### config.mk
export PLATFORM = sky130hd
export DESIGN_NAME = dmem_arbiter
export DESIGN_NICKNAME = d
export VERILOG_FILES = /design/src/rtl/dmem_arbiter_pkg.sv /design/src/rtl/dmem_port_rsp.sv /design/src/rtl/dmem_arbiter.sv
export SDC_FILE = /design/constraint.sdc
export NUM_CORES = 1
export LEC_CHECK = 0
export BUFFER_PORTS_ARGS = -buffer_cell sky130_fd_sc_hd__buf_2
export CORE_AREA = 2 2 118 120
export CTS_CLUSTER_SIZE = 20
export DETAILED_ROUTE_END_ITERATION = 10
export DIE_AREA = 0 0 120 122
export GPL_ROUTABILITY_DRIVEN = 0
export PLACE_DENSITY_LB_ADDON = 0.15
export SLEW_MARGIN = 20
export SYNTH_ARGS = -nofsm -noshare
export SYNTH_HDL_FRONTEND = slang
export SYNTH_SLANG_ARGS = --single-unit
### constraint.sdc
create_clock -name clk -period 5.05 [get_ports clk]
set_clock_uncertainty 0.05 [all_clocks]
set_input_delay 0.7575 -clock clk [delete_from_list [all_inputs] [get_ports clk]]
set_output_delay 0.7575 -clock clk [all_outputs]
set_load 0.02 [all_outputs]
### src/rtl/dmem_arbiter_pkg.sv
// +----------------------------------------------------------------------------+
// | dmem_arbiter_pkg                                                           |
// | Shared types and defaults for the data-memory arbiter.                     |
// | Revision: 1.0                                                              |
// +----------------------------------------------------------------------------+
`default_nettype none

package dmem_arbiter_pkg;

    typedef enum logic [0:0] {
        NORMAL    = 1'b0,
        DBG_BOOST = 1'b1
    } arb_state_e;

    localparam int unsigned c_starve_limit_def = 4;
    localparam int unsigned c_depth_words_def  = 128;
    localparam int unsigned c_word_idx_w       = 30;

    // Word access only: the byte offset never affects the range decision.
    function automatic logic word_in_range(input logic [31:0] addr, input logic [31:0] depth);
        logic [c_word_idx_w-1:0] idx;
        idx = addr[31:2];
        return ({2'b00, idx} < depth);
    endfunction

endpackage

`default_nettype wire

### src/rtl/dmem_port_rsp.sv
// +----------------------------------------------------------------------------+
// | dmem_port_rsp                                                              |
// | One-cycle read response / error register for a single requester port.      |
// | Revision: 1.0                                                              |
// +----------------------------------------------------------------------------+
`default_nettype none

module dmem_port_rsp (
    input  logic        clk,
    input  logic        rst_n,
    input  logic        gnt,
    input  logic        we,
    input  logic        in_range,
    input  logic [31:0] mem_rdata,
    output logic        rvalid,
    output logic        err,
    output logic [31:0] rdata
);

    logic        rvalid_d, rvalid_q;
    logic        err_d, err_q;
    logic [31:0] rdata_d, rdata_q;

    always_comb begin
        rvalid_d = gnt & ~we;
        err_d    = gnt & ~in_range;
        rdata_d  = rdata_q;
        // Out-of-range reads still respond, but with zero data.
        if (gnt && !we) begin
            rdata_d = in_range ? mem_rdata : 32'd0;
        end
    end

    always_ff @(posedge clk or negedge rst_n) begin
        if (!rst_n) begin
            rvalid_q <= 1'b0;
            err_q    <= 1'b0;
            rdata_q  <= 32'd0;
        end else begin
            rvalid_q <= rvalid_d;
            err_q    <= err_d;
            rdata_q  <= rdata_d;
        end
    end

    assign rvalid = rvalid_q;
    assign err    = err_q;
    assign rdata  = rdata_q;

endmodule

`default_nettype wire

### src/rtl/dmem_arbiter.sv
// +----------------------------------------------------------------------------+
// | dmem_arbiter                                                               |
// | CPU / debug arbiter for a single-port data memory with starvation boost.   |
// | Revision: 1.0                                                              |
// +----------------------------------------------------------------------------+
`default_nettype none

module dmem_arbiter
    import dmem_arbiter_pkg::*;
#(
    parameter int unsigned STARVE_LIMIT = c_starve_limit_def,
    parameter int unsigned DEPTH_WORDS  = c_depth_words_def
) (
    input  logic        clk,
    input  logic        rst_n,

    input  logic        cpu_req,
    input  logic        cpu_we,
    input  logic [31:0] cpu_addr,
    input  logic [31:0] cpu_wdata,
    output logic        cpu_gnt,
    output logic        cpu_rvalid,
    output logic        cpu_err,
    output logic [31:0] cpu_rdata,

    input  logic        dbg_req,
    input  logic        dbg_we,
    input  logic [31:0] dbg_addr,
    input  logic [31:0] dbg_wdata,
    output logic        dbg_gnt,
    output logic        dbg_rvalid,
    output logic        dbg_err,
    output logic [31:0] dbg_rdata,

    output logic [31:0] mem_addr,
    output logic [31:0] mem_wdata,
    output logic        mem_write,
    output logic        mem_read,
    input  logic [31:0] mem_rdata
);

    localparam logic [3:0]  c_limit = 4'(STARVE_LIMIT);
    localparam logic [31:0] c_depth = 32'(DEPTH_WORDS);

    arb_state_e  state_d, state_q;
    logic [3:0]  starve_d, starve_q;
    logic        sel_we;
    logic        sel_in_range;
    logic        any_gnt;

    // Grants are gated by reset so nothing is granted while rst_n is low.
    always_comb begin
        cpu_gnt = 1'b0;
        dbg_gnt = 1'b0;
        if (rst_n) begin
            if (state_q == NORMAL) begin
                cpu_gnt = cpu_req;
                dbg_gnt = dbg_req & ~cpu_req;
            end else begin
                dbg_gnt = dbg_req;
                cpu_gnt = cpu_req & ~dbg_req;
            end
        end
    end

    always_comb begin
        mem_addr  = 32'd0;
        mem_wdata = 32'd0;
        sel_we    = 1'b0;
        if (cpu_gnt) begin
            mem_addr  = cpu_addr;
            mem_wdata = cpu_wdata;
            sel_we    = cpu_we;
        end else if (dbg_gnt) begin
            mem_addr  = dbg_addr;
            mem_wdata = dbg_wdata;
            sel_we    = dbg_we;
        end
        any_gnt      = cpu_gnt | dbg_gnt;
        sel_in_range = word_in_range(mem_addr, c_depth);
        mem_write    = rst_n & any_gnt &  sel_we & sel_in_range;
        mem_read     = rst_n & any_gnt & ~sel_we & sel_in_range;
    end

    always_comb begin
        starve_d = starve_q;
        state_d  = state_q;
        if (dbg_gnt) begin
            starve_d = 4'd0;
        end else if (dbg_req && (starve_q != 4'hF)) begin
            starve_d = starve_q + 4'd1;
        end

        case (state_q)
            NORMAL: begin
                // >= keeps the boost reachable if the counter was left above the limit.
                if (dbg_req && !dbg_gnt && (starve_d >= c_limit)) begin
                    state_d = DBG_BOOST;
                end
            end
            DBG_BOOST: begin
                if (dbg_gnt || !dbg_req) begin
                    state_d = NORMAL;
                end
            end
            default: state_d = NORMAL;
        endcase
    end

    always_ff @(posedge clk or negedge rst_n) begin
        if (!rst_n) begin
            state_q  <= NORMAL;
            starve_q <= 4'd0;
        end else begin
            state_q  <= state_d;
            starve_q <= starve_d;
        end
    end

    dmem_port_rsp u_cpu_rsp (
        .clk       (clk),
        .rst_n     (rst_n),
        .gnt       (cpu_gnt),
        .we        (cpu_we),
        .in_range  (sel_in_range),
        .mem_rdata (mem_rdata),
        .rvalid    (cpu_rvalid),
        .err       (cpu_err),
        .rdata     (cpu_rdata)
    );

    dmem_port_rsp u_dbg_rsp (
        .clk       (clk),
        .rst_n     (rst_n),
        .gnt       (dbg_gnt),
        .we        (dbg_we),
        .in_range  (sel_in_range),
        .mem_rdata (mem_rdata),
        .rvalid    (dbg_rvalid),
        .err       (dbg_err),
        .rdata     (dbg_rdata)
    );

endmodule

`default_nettype wire

==> impl_metrics.yaml <==
timing:
  finalSetupTns_ns: 0
  rsz0062_at_grt: "no"
  clock.fmax_mhz: 248
  slew_headroom: 0.429
  setup-violations-final: 0
  layout_min_cycle_time_ns: 4.04
  final.period_utilization: 0.800
  drv_slew: 0
  tightest_slew_ns: 0.857
  whs_ns: 0.323
  hold_violations: 0
status:
  status: "finished clean"
layout:
  n_antenna_cell: 0
  finish.utilization: 0.433
  syn_to_final_growth_pct: 49.9
  fin_area_sq_um: 5850
  drive_gt1_frac: 0.493
  final_nets: 858
placement:
  dp_hpwl_mm: 11.3
  dpl_cell_area_sq_um: 5520
  port_buffers: 301
synth:
  ys_seq_area_frac: 0.468
  synth_cell_types: 30
  syn_area_sq_um: 3900
  synth_seq_cells: 73
  avgSynthCellArea_sq_um: 9.44
  yosys_warnings: 0
  synth_nets: 580
  yosys-top-cells-area: "dfrtp_1 (47%), a22o_1 (9.4%), o31ai_1 (9.2%)"
  synth.top_cell.area_share: 0.468
  async_flop_share: 1.00
  synth_top_area_cell: "dfrtp_1"
  yosys_most_used_dff: "dfrtp_1"
  synthCells: 413
  synth_edf_count: 0
critical_path:
  required_ns: 4.24
  crit_family: "simple AND/OR/NAND/NOR gates"
  critPathMaxFanout: 68
  crit_buf_inv: 3
  crit_path_start_kind: "input port"
  cp_common_cell: "buf_2"
  critical_path_class: "in -> out"
  cp_cell_sequence: "buf_2 > nand2b_1 > nand2_1 > o21ai_0 > and4b_1 > nand4_1 > buf_4 > nor3b_1 > buf_2"
  slowest_stage: "buf_4"
  slowest_delay_ns: 0.63
  cp.arrival_ns: 3.23
  critPathCaptureType: "output pin"
clock_network:
  clock-root-buffer: "clkbuf_16"
  cts_resized: 0
  clk_pin_slew_ns: 0.06
  cts_max_level: 3
  holdBufCountCts: 0
  cts_max_path_buffers: 2
  cts_tree: "built"
  clk_latency_ns: 0.33
  cts_setup_buffers: 0
  cts_inserted_buffers: 9
  cts.sinks: 73
route:
  drt_wl_total_mm: 15.0
  vias: 4262
  wl_per_cell_um: 17.1
  drt-pass1-iter-count: 4
  drt_iter0_markers: 281
  via_per_inst: 4.87
  drc: 0
  antenna_left: 0
die:
  die-area_sq_um: 14600
  core_sq_um: 13500
  io_pins: 302
  die_h_um: 122
  rows: 43
  start_util: 0.289
  fp.dieW_um: 120
global_route:
  grt_max_degree: 69
  grt_pass1_wl_mm: 21.8
  gr-total-overflow: 0
  grt_pass1_vias: 3995
  grt.total_usage: 0.193
  antenna_found_initial: 0
run:
  max-cap-violations: 0
pwr:
  p_leak_nw: 3.30
  power_density_nw_per_um2: 317
  total_power_mw: 1.85
  ir_drop_uv: 179
hold_path:
  hold_path.class: "in -> async"
==> flip-flops by register name, summed over array words and instances, names as in the netlist <==
signal            count
starve_q              4
state_q               1
u_cpu_rsp.err         1
u_cpu_rsp.rdata      32
u_cpu_rsp.rvalid      1
u_dbg_rsp.err         1
u_dbg_rsp.rdata      32
u_dbg_rsp.rvalid      1
==> cell type report <==
cell class,instances,area [sq um]
Clock buffer,10,239
Timing Repair Buffer,308,1560
Tap cell,180,225
Inverter,35,131
Multi-Input combinational cell,264,1770
Sequential cell,73,1830
Clock inverter,6,90.1
Fill cell,1390,7660
==> path summary, 6_finish.rpt <==
check	startpoint	endpoint	slack (ns)	cells after the start
setup / recovery	cpu_req	mem_write	1.01	9
hold / removal	rst_n	u_dbg_rsp.rdata[30]	0.32	1
setup reg to reg	state_q	u_cpu_rsp.rdata[27]	2.18	7
hold reg to reg	u_dbg_rsp.rdata[29]	u_dbg_rsp.rdata[29]	0.42	2
max in group asynchronous	rst_n	u_cpu_rsp.rdata[2]	3.39	2
min in group clk	u_dbg_rsp.rdata[29]	u_dbg_rsp.rdata[29]	0.42	2
==> per-layer routing <==
metal / vias to the layer above / share of wire / GRT usage / routed length (um)
met3: 8 / 0.072 / 0.0459 / 1080
li1: 2052 / - / - / -
met4: 0 / 0.0094 / 0.0485 / 141
met5: - / 0 / 0 / 0
met1: 2011 / 0.43 / 0.260 / 6440
met2: 191 / 0.49 / 0.314 / 7330
==> synthesized netlist by cell type (all sizes together), types with 2 or more instances <==
library cell and n:
buf 8, nand2 76, nor4 2, o21ai 15
a22o 42, a32o 14, nand2b 3, dfrtp 73
inv 35, and2 18, a21oi 2, clkbuf 33
nor2 4, o31ai 64, and4b 2, nand3 11
==> cell usage in the layout, fill, tap and decap left out, types with 2 or more instances in the layout <==
cell       Yosys  routed
and4b_1        2       2
inv_1         35      35
o31ai_2       16      16
a21oi_1        2       2
o21ai_0       15      15
nand2_1       76      76
and2_1        18      18
nor2_1         4       4
nor4_1         2       2
o31ai_1       48      48
nand3_1       11      11
a22o_1        42      42
a32o_1        14      14
dfrtp_1       73      73
clkbuf_16      0       9
nand2b_2       0       2
buf_2          5     300
bufinv_16      0       2
buf_4          1       8
==> cells by family after synthesis <==
kind of cell | after synthesis | synth area share
AO/OA/AOI/OAI | 141 | 0.304
XOR/XNOR | 2 | 0.00449
adder cells (fa/ha/maj) | 1 | 0.00321
buffers and inverters | 76 | 0.0796
flip-flops | 73 | 0.468
AND/OR/NAND/NOR | 120 | 0.140
==> report_power, final <==
group	leakage, nW	switching [mW]	internal (mW)	total [mW]
sequential	1.01	0.0241	0.620	0.644
clock	0.159	0.251	0.448	0.698
combinational	2.13	0.321	0.189	0.510
==> per-stage QoR <==
step / cells / setup WS, ns
finish: 876 / 1.01
global route: 876 / 0.789
CTS: 876 / 1.06
detailed placement: 860 / 1.07
global placement: 860 / 1.17
floorplan: 413 / 1.38
(Power assumes the default switching activity.)
